## config.mk

```make
export PLATFORM = sky130hd
export DESIGN_NAME = mem_read_buffer_flat
export DESIGN_NICKNAME = d
export VERILOG_FILES = /design/src/rtl/mem_read_buffer_pkg.sv /design/src/rtl/mem_read_buffer_if.sv /design/src/rtl/mem_read_buffer.sv /design/src/flat_wrapper.sv
export SDC_FILE = /design/constraint.sdc
export NUM_CORES = 1
export LEC_CHECK = 0
export BUFFER_PORTS_ARGS = -buffer_cell sky130_fd_sc_hd__buf_2
export CORE_MARGIN = 5
export CORE_UTILIZATION = 49
export DETAILED_ROUTE_END_ITERATION = 12
export PLACE_DENSITY = 0.91
export REMOVE_ABC_BUFFERS = 1
export SLEW_MARGIN = 15
export SYNTH_ARGS = -nofsm -noshare
export SYNTH_HDL_FRONTEND = slang
export SYNTH_SLANG_ARGS = --single-unit
```

## constraint.sdc

```tcl
create_clock -name clk -period 4.2 [get_ports clk]
set_clock_uncertainty 0.1 [all_clocks]
set_input_delay 0.21 -clock clk [delete_from_list [all_inputs] [get_ports clk]]
set_output_delay 0.21 -clock clk [all_outputs]
set_load 0.01 [all_outputs]
```

## src/rtl/mem_read_buffer_pkg.sv

```systemverilog
// mem_read_buffer_pkg
//   Shared definitions for the memory-read capture stage: backplane data
//   width, the word presented after a non-existent-memory timeout, and the
//   read-sequencer state encoding.
package mem_read_buffer_pkg;

  localparam int BUS_W = 36;

  // Word handed to the DBM MEM select when a read times out (NXM).
  localparam logic [0:BUS_W-1] NXM_WORD = 36'o0;

  typedef enum logic [1:0] {
    sIDLE = 2'd0,
    sREQ  = 2'd1,
    sWAIT = 2'd2,
    sDONE = 2'd3
  } state_t;

endpackage

```

## src/rtl/mem_read_buffer_if.sv

```systemverilog
// mem_read_buffer_if
//   Bundles the microsequencer handshake, backplane bus and APR flag signals
//   of the memory-read capture stage.
//   slave  : the read buffer itself (takes memREQ/bus inputs, drives results)
//   master : the surrounding environment (CPU sequencer, arbiter, memory)
//   Signals:
//     memREQ    read start pulse            busREQO  bus request to arbiter
//     busGRANT  arbiter grant               busACKI  slave ack, data valid
//     busDATAI  [0:35] bus read data        cpuDATAI [0:35] latched word
//     memWAIT   sequencer stall             nxmFLAG  sticky NXM flag
//     nxmCLR    clears nxmFLAG              protERR  memREQ-while-busy pulse
interface mem_read_buffer_if;
  import mem_read_buffer_pkg::*;

  logic             memREQ;
  logic             busREQO;
  logic             busGRANT;
  logic             busACKI;
  logic [0:BUS_W-1] busDATAI;
  logic [0:BUS_W-1] cpuDATAI;
  logic             memWAIT;
  logic             nxmFLAG;
  logic             nxmCLR;
  logic             protERR;

  modport slave (
    input  memREQ, busGRANT, busACKI, busDATAI, nxmCLR,
    output busREQO, cpuDATAI, memWAIT, nxmFLAG, protERR
  );

  modport master (
    output memREQ, busGRANT, busACKI, busDATAI, nxmCLR,
    input  busREQO, cpuDATAI, memWAIT, nxmFLAG, protERR
  );

endinterface

```

## src/rtl/mem_read_buffer.sv

```systemverilog
// mem_read_buffer
//   Memory-read capture stage feeding the DBM MEM input (cpuDATAI).
//   A memREQ pulse starts a backplane read: request the bus, wait for grant,
//   then wait for ACK or a timeout. The returned word (or NXM_DATA on
//   timeout) is latched and held until the next read completes. memWAIT
//   stalls the microsequencer while the read is outstanding.
//   Ports:
//     clk   clock
//     rst   synchronous reset, active low
//     bus   mem_read_buffer_if.slave (handshake, bus and flag signals)
//   All outputs come straight from flops or from a decode of the state
//   register, so there is no combinational path from bus inputs to outputs.
module mem_read_buffer
  import mem_read_buffer_pkg::*;
#(
  parameter int               TO_WIDTH = 7,
  parameter int               TO_LIMIT = 100,   // must be < 2**TO_WIDTH
  parameter logic [0:BUS_W-1] NXM_DATA = NXM_WORD
) (
  input  logic clk,
  input  logic rst,
  mem_read_buffer_if.slave bus
);

  // Timeout fires on the TO_LIMIT-th WAIT cycle without ACK, i.e. when the
  // count of already-elapsed WAIT cycles equals TO_LIMIT-1.
  localparam logic [TO_WIDTH-1:0] LIM_M1 = TO_WIDTH'(TO_LIMIT - 1);

  state_t               state, state_n;
  logic [TO_WIDTH-1:0]  cnt, cnt_n;
  logic [0:BUS_W-1]     data, data_n;
  logic                 nxm, nxm_n;
  logic                 perr, perr_n;

  always_ff @(posedge clk) begin
    if (!rst) begin
      state <= sIDLE;
      cnt   <= '0;
      data  <= '0;
      nxm   <= 1'b0;
      perr  <= 1'b0;
    end else begin
      state <= state_n;
      cnt   <= cnt_n;
      data  <= data_n;
      nxm   <= nxm_n;
      perr  <= perr_n;
    end
  end

  always_comb begin
    state_n = state;
    cnt_n   = cnt;
    data_n  = data;
    nxm_n   = nxm;
    perr_n  = 1'b0;

    // Clear first so a timeout on the same edge overrides it.
    if (bus.nxmCLR) nxm_n = 1'b0;

    case (state)
      // DONE accepts a new request exactly like IDLE (back-to-back reads).
      sIDLE, sDONE: begin
        if (bus.memREQ)         state_n = sREQ;
        else if (state == sDONE) state_n = sIDLE;
      end

      sREQ: begin
        if (bus.memREQ) perr_n = 1'b1;
        if (bus.busGRANT) begin
          state_n = sWAIT;
          cnt_n   = '0;
        end
      end

      sWAIT: begin
        if (bus.memREQ) perr_n = 1'b1;
        if (bus.busACKI) begin
          // ACK wins over a coincident timeout.
          state_n = sDONE;
          data_n  = bus.busDATAI;
        end else begin
          if (cnt != '1) cnt_n = cnt + 1'b1;   // saturate, never wrap
          if (cnt == LIM_M1) begin
            state_n = sDONE;
            data_n  = NXM_DATA;
            nxm_n   = 1'b1;
          end
        end
      end

      default: state_n = sIDLE;
    endcase
  end

  assign bus.busREQO  = (state == sREQ);
  assign bus.memWAIT  = (state == sREQ) || (state == sWAIT);
  assign bus.cpuDATAI = data;
  assign bus.nxmFLAG  = nxm;
  assign bus.protERR  = perr;

endmodule

```

## src/flat_wrapper.sv

```systemverilog
// flat-port wrapper written by rule: the top's interface ports become plain ports
module mem_read_buffer_flat import mem_read_buffer_pkg::*;
#(
  parameter int               TO_WIDTH = 7,
  parameter int               TO_LIMIT = 100,                           
  parameter logic [0:BUS_W-1] NXM_DATA = NXM_WORD
)
  (clk, rst, bus_memREQ, bus_busGRANT, bus_busACKI, bus_busDATAI, bus_nxmCLR, bus_busREQO, bus_cpuDATAI, bus_memWAIT, bus_nxmFLAG, bus_protERR);
  mem_read_buffer_if bus_i ();
  input  logic clk;
  input  logic rst;
  input wire logic [$bits(bus_i.memREQ)-1:0] bus_memREQ;
  input wire logic [$bits(bus_i.busGRANT)-1:0] bus_busGRANT;
  input wire logic [$bits(bus_i.busACKI)-1:0] bus_busACKI;
  input wire logic [$bits(bus_i.busDATAI)-1:0] bus_busDATAI;
  input wire logic [$bits(bus_i.nxmCLR)-1:0] bus_nxmCLR;
  output wire logic [$bits(bus_i.busREQO)-1:0] bus_busREQO;
  output wire logic [$bits(bus_i.cpuDATAI)-1:0] bus_cpuDATAI;
  output wire logic [$bits(bus_i.memWAIT)-1:0] bus_memWAIT;
  output wire logic [$bits(bus_i.nxmFLAG)-1:0] bus_nxmFLAG;
  output wire logic [$bits(bus_i.protERR)-1:0] bus_protERR;
  assign bus_i.memREQ = bus_memREQ;
  assign bus_i.busGRANT = bus_busGRANT;
  assign bus_i.busACKI = bus_busACKI;
  assign bus_i.busDATAI = bus_busDATAI;
  assign bus_i.nxmCLR = bus_nxmCLR;
  assign bus_busREQO = bus_i.busREQO;
  assign bus_cpuDATAI = bus_i.cpuDATAI;
  assign bus_memWAIT = bus_i.memWAIT;
  assign bus_nxmFLAG = bus_i.nxmFLAG;
  assign bus_protERR = bus_i.protERR;
  mem_read_buffer #(.TO_WIDTH(TO_WIDTH), .TO_LIMIT(TO_LIMIT), .NXM_DATA(NXM_DATA)) u_core (.clk(clk), .rst(rst), .bus(bus_i));
endmodule
```

==> flow_summary.yaml <==
final_layout:
  fin_cells: 290
  syn_to_final_growth_pct: 26.9
  antenna_cells: 0
  final-seq-area_um2: 941
  final_util_pct: 63.6
  drive_gt1_share_pct: 40.5
  layout_commonest_cell: "buf_2"
  fin_area_um2: 2310
  n_fill_cell: 312
  multi_input_area_um2: 781
  layout_common_cells: "buf_2, dfxtp_1, a22o_1"
  nets: 289
worst_setup_path:
  crit_chain: "ha_1 > a31o_2 > a21oi_4 > a22o_1"
  crit_required_ps: 4330
  cpMaxStageDelayCell: "a21oi_4"
  worst-path-buf-inv: 0
  start_kind: "flip-flop"
  criticalPathCategory: "reg2reg"
  setup.worst_path.end_class: "flip-flop"
  cp_max_fo: 36
  critPathTopFamily: "compound AO/OA/AOI/OAI gates"
  worstPathArrival_ps: 2180
  cpPeakStageDelay_ps: 710
pwr:
  powerDensity_nw_per_um2: 501
  leakage_nw: 1.14
  p_int_mw: 0.805
  p_sw_share_pct: 30.5
  power_mw: 1.16
  peakVddDrop_v: 0.000278
  p_seq_share_pct: 45.3
  p_clk_share_pct: 27.1
  p_sw_mw: 0.353
  power_frac_comb_pct: 27.6
timing:
  tightest_slew_ps: 888
  holdWs_ps: 19.7
  drv_slew: 0
  min_period_over_period_pct: 48.8
  hold_viol: 0
  fmax_mhz: 488
  rsz0062_at_grt: "no"
  finalCriticalPeriod_ps: 2050
  maxSlewHeadroom_pct: 40.7
  setup_violations: 0
  setup_slack_ps: 2150
  tns_ps: 0
floorplan:
  die_h_um: 71.0
  io_pins: 82
  coreArea_um2: 3630
  rows: 22
  fp.dieW_um: 71.0
  start_util_pct: 50.1
  dieArea_um2: 5040
outcome:
  status: "finished, final reports clean"
place:
  place_area_um2: 2200
  placed_cells: 283
  dp_hpwl_um: 3090
  gp_congestion: 0.913
  port_buffers: 81
  place_ws_ps: 1980
route:
  final_antenna_net_count: 0
  dr.pass1.iters: 4
  wl_per_cell_um: 14.5
  drc: 0
  vias: 1589
  routed_via_density: 5.48
  wl_um: 4210
  drt_iter0_drc: 108
global_route:
  grt_pass1_vias: 1532
  grt_use_total_pct: 16.6
  grt_pass1_wl_um: 6810
  gr-total-overflow: 0
  grt_max_degree: 37
  antenna_found_initial: 0
clock_tree:
  clock_latency_ps: 290
  post_cts_buffers: 0
  postCtsHoldBufs: 0
  cts_resized: 0
  root_buffer: "clkbuf_8"
  clk_pin_slew_worst_paths_ps: 80
  cts_tree: "done"
  h-tree-depth: 2
  cts_buffers: 5
  cts_buffer_depth: 2
  cts.sinks: 47
job:
  max_cap_viol_count: 0
worst_hold_path:
  hp-class: "in2reg"
synth:
  ys_ff_latch: 47
  yosysWarnings: 0
  yosys-top-cells-area: "dfxtp_1, a22o_1, ha_1, buf_6, nor2_1"
  synth_top_area_cell: "dfxtp_1"
  ys_types: 39
  syn_area_per_cell_um2: 11.2
  yosysSeqAreaShare_pct: 51.6
  syn_inst: 163
  synth.cell_area_um2: 1820
  synth_top_area_share_pct: 51.6
## worst paths after layout
kind                                             start  slack [ps]  depth (start not counted)                      end
worst max-delay path                     u_core.cnt[0]        2150                          4  u_core.bus.cpuDATAI[17]
worst min-delay path                  bus_busDATAI[10]          20                          2  u_core.bus.cpuDATAI[25]
worst max register to register           u_core.cnt[0]        2150                          4  u_core.bus.cpuDATAI[17]
worst min register to register  u_core.bus.cpuDATAI[7]         380                          1   u_core.bus.cpuDATAI[7]
## flip-flops by register name, indices dropped and copies added (netlist names)
signal / cells
u_core.cnt: 7
u_core.bus.cpuDATAI: 36
u_core.bus.nxmFLAG: 1
u_core.state: 2
u_core.bus.protERR: 1
## per-layer routing
layer / global-route usage, % / part of all wire (%) / up-vias
li1: - / - / 782
met1: 20.4 / 44 / 733
met2: 26.9 / 46 / 67
met3: 6.11 / 8.8 / 7
met4: 5.85 / 1.0 / 0
met5: 0 / 0 / -
## logic make-up after synthesis
group                      share of synthesized area (%)
and+or+nand+nor                                     10.7
AOI/OAI and AO/OA                                   28.1
buffers and inverters                               5.56
DFF                                                 51.6
adders and majority gates                           3.43
muxes                                              0.549
## cell usage after synthesis, drive strengths merged
| cell | number |
|---|---|
| ha | 5 |
| dfxtp | 47 |
| and4 | 2 |
| nand3b | 1 |
| nand2b | 3 |
| o211a | 2 |
| clkbuf | 1 |
| mux2i | 1 |
| and3 | 5 |
| a311oi | 1 |
| a21o | 1 |
| nand3 | 2 |
| nand4 | 1 |
| nor4b | 1 |
| a21oi | 5 |
| nand2 | 6 |
| nor2b | 1 |
| o21ai | 6 |
| a22o | 36 |
| inv | 5 |
| and2 | 2 |
| a2111oi | 1 |
| o32ai | 2 |
| a31o | 1 |
| a211oi | 1 |
| a31oi | 3 |
| a311o | 1 |
| dlygate4sd1 | 3 |
| a32o | 1 |
| or3 | 1 |
| buf | 5 |
| a22oi | 1 |
| nor3 | 2 |
| nor2 | 7 |
## power by group through the flow
stage	clock, mW	combinational, mW	sequential (mW)
after global placement	0	0.314	0.531
after global routing	0.341	0.354	0.531
after detailed placement	0	0.322	0.533
after floorplan	0	0.193	0.547
final	0.314	0.320	0.525
after CTS	0.324	0.323	0.525
## area by class of cell
| type | count | share of cell area (%) |
|---|---|---|
| clock buffers | 5 | 2.98 |
| repair buffers | 81 | 17.5 |
| flip-flops and latches | 47 | 40.7 |
| inverters | 5 | 0.812 |
| multi-input cells | 102 | 33.8 |
| clock inverters | 2 | 1.62 |
| well taps | 48 | 2.60 |
Power figures use the tool's default switching activity.
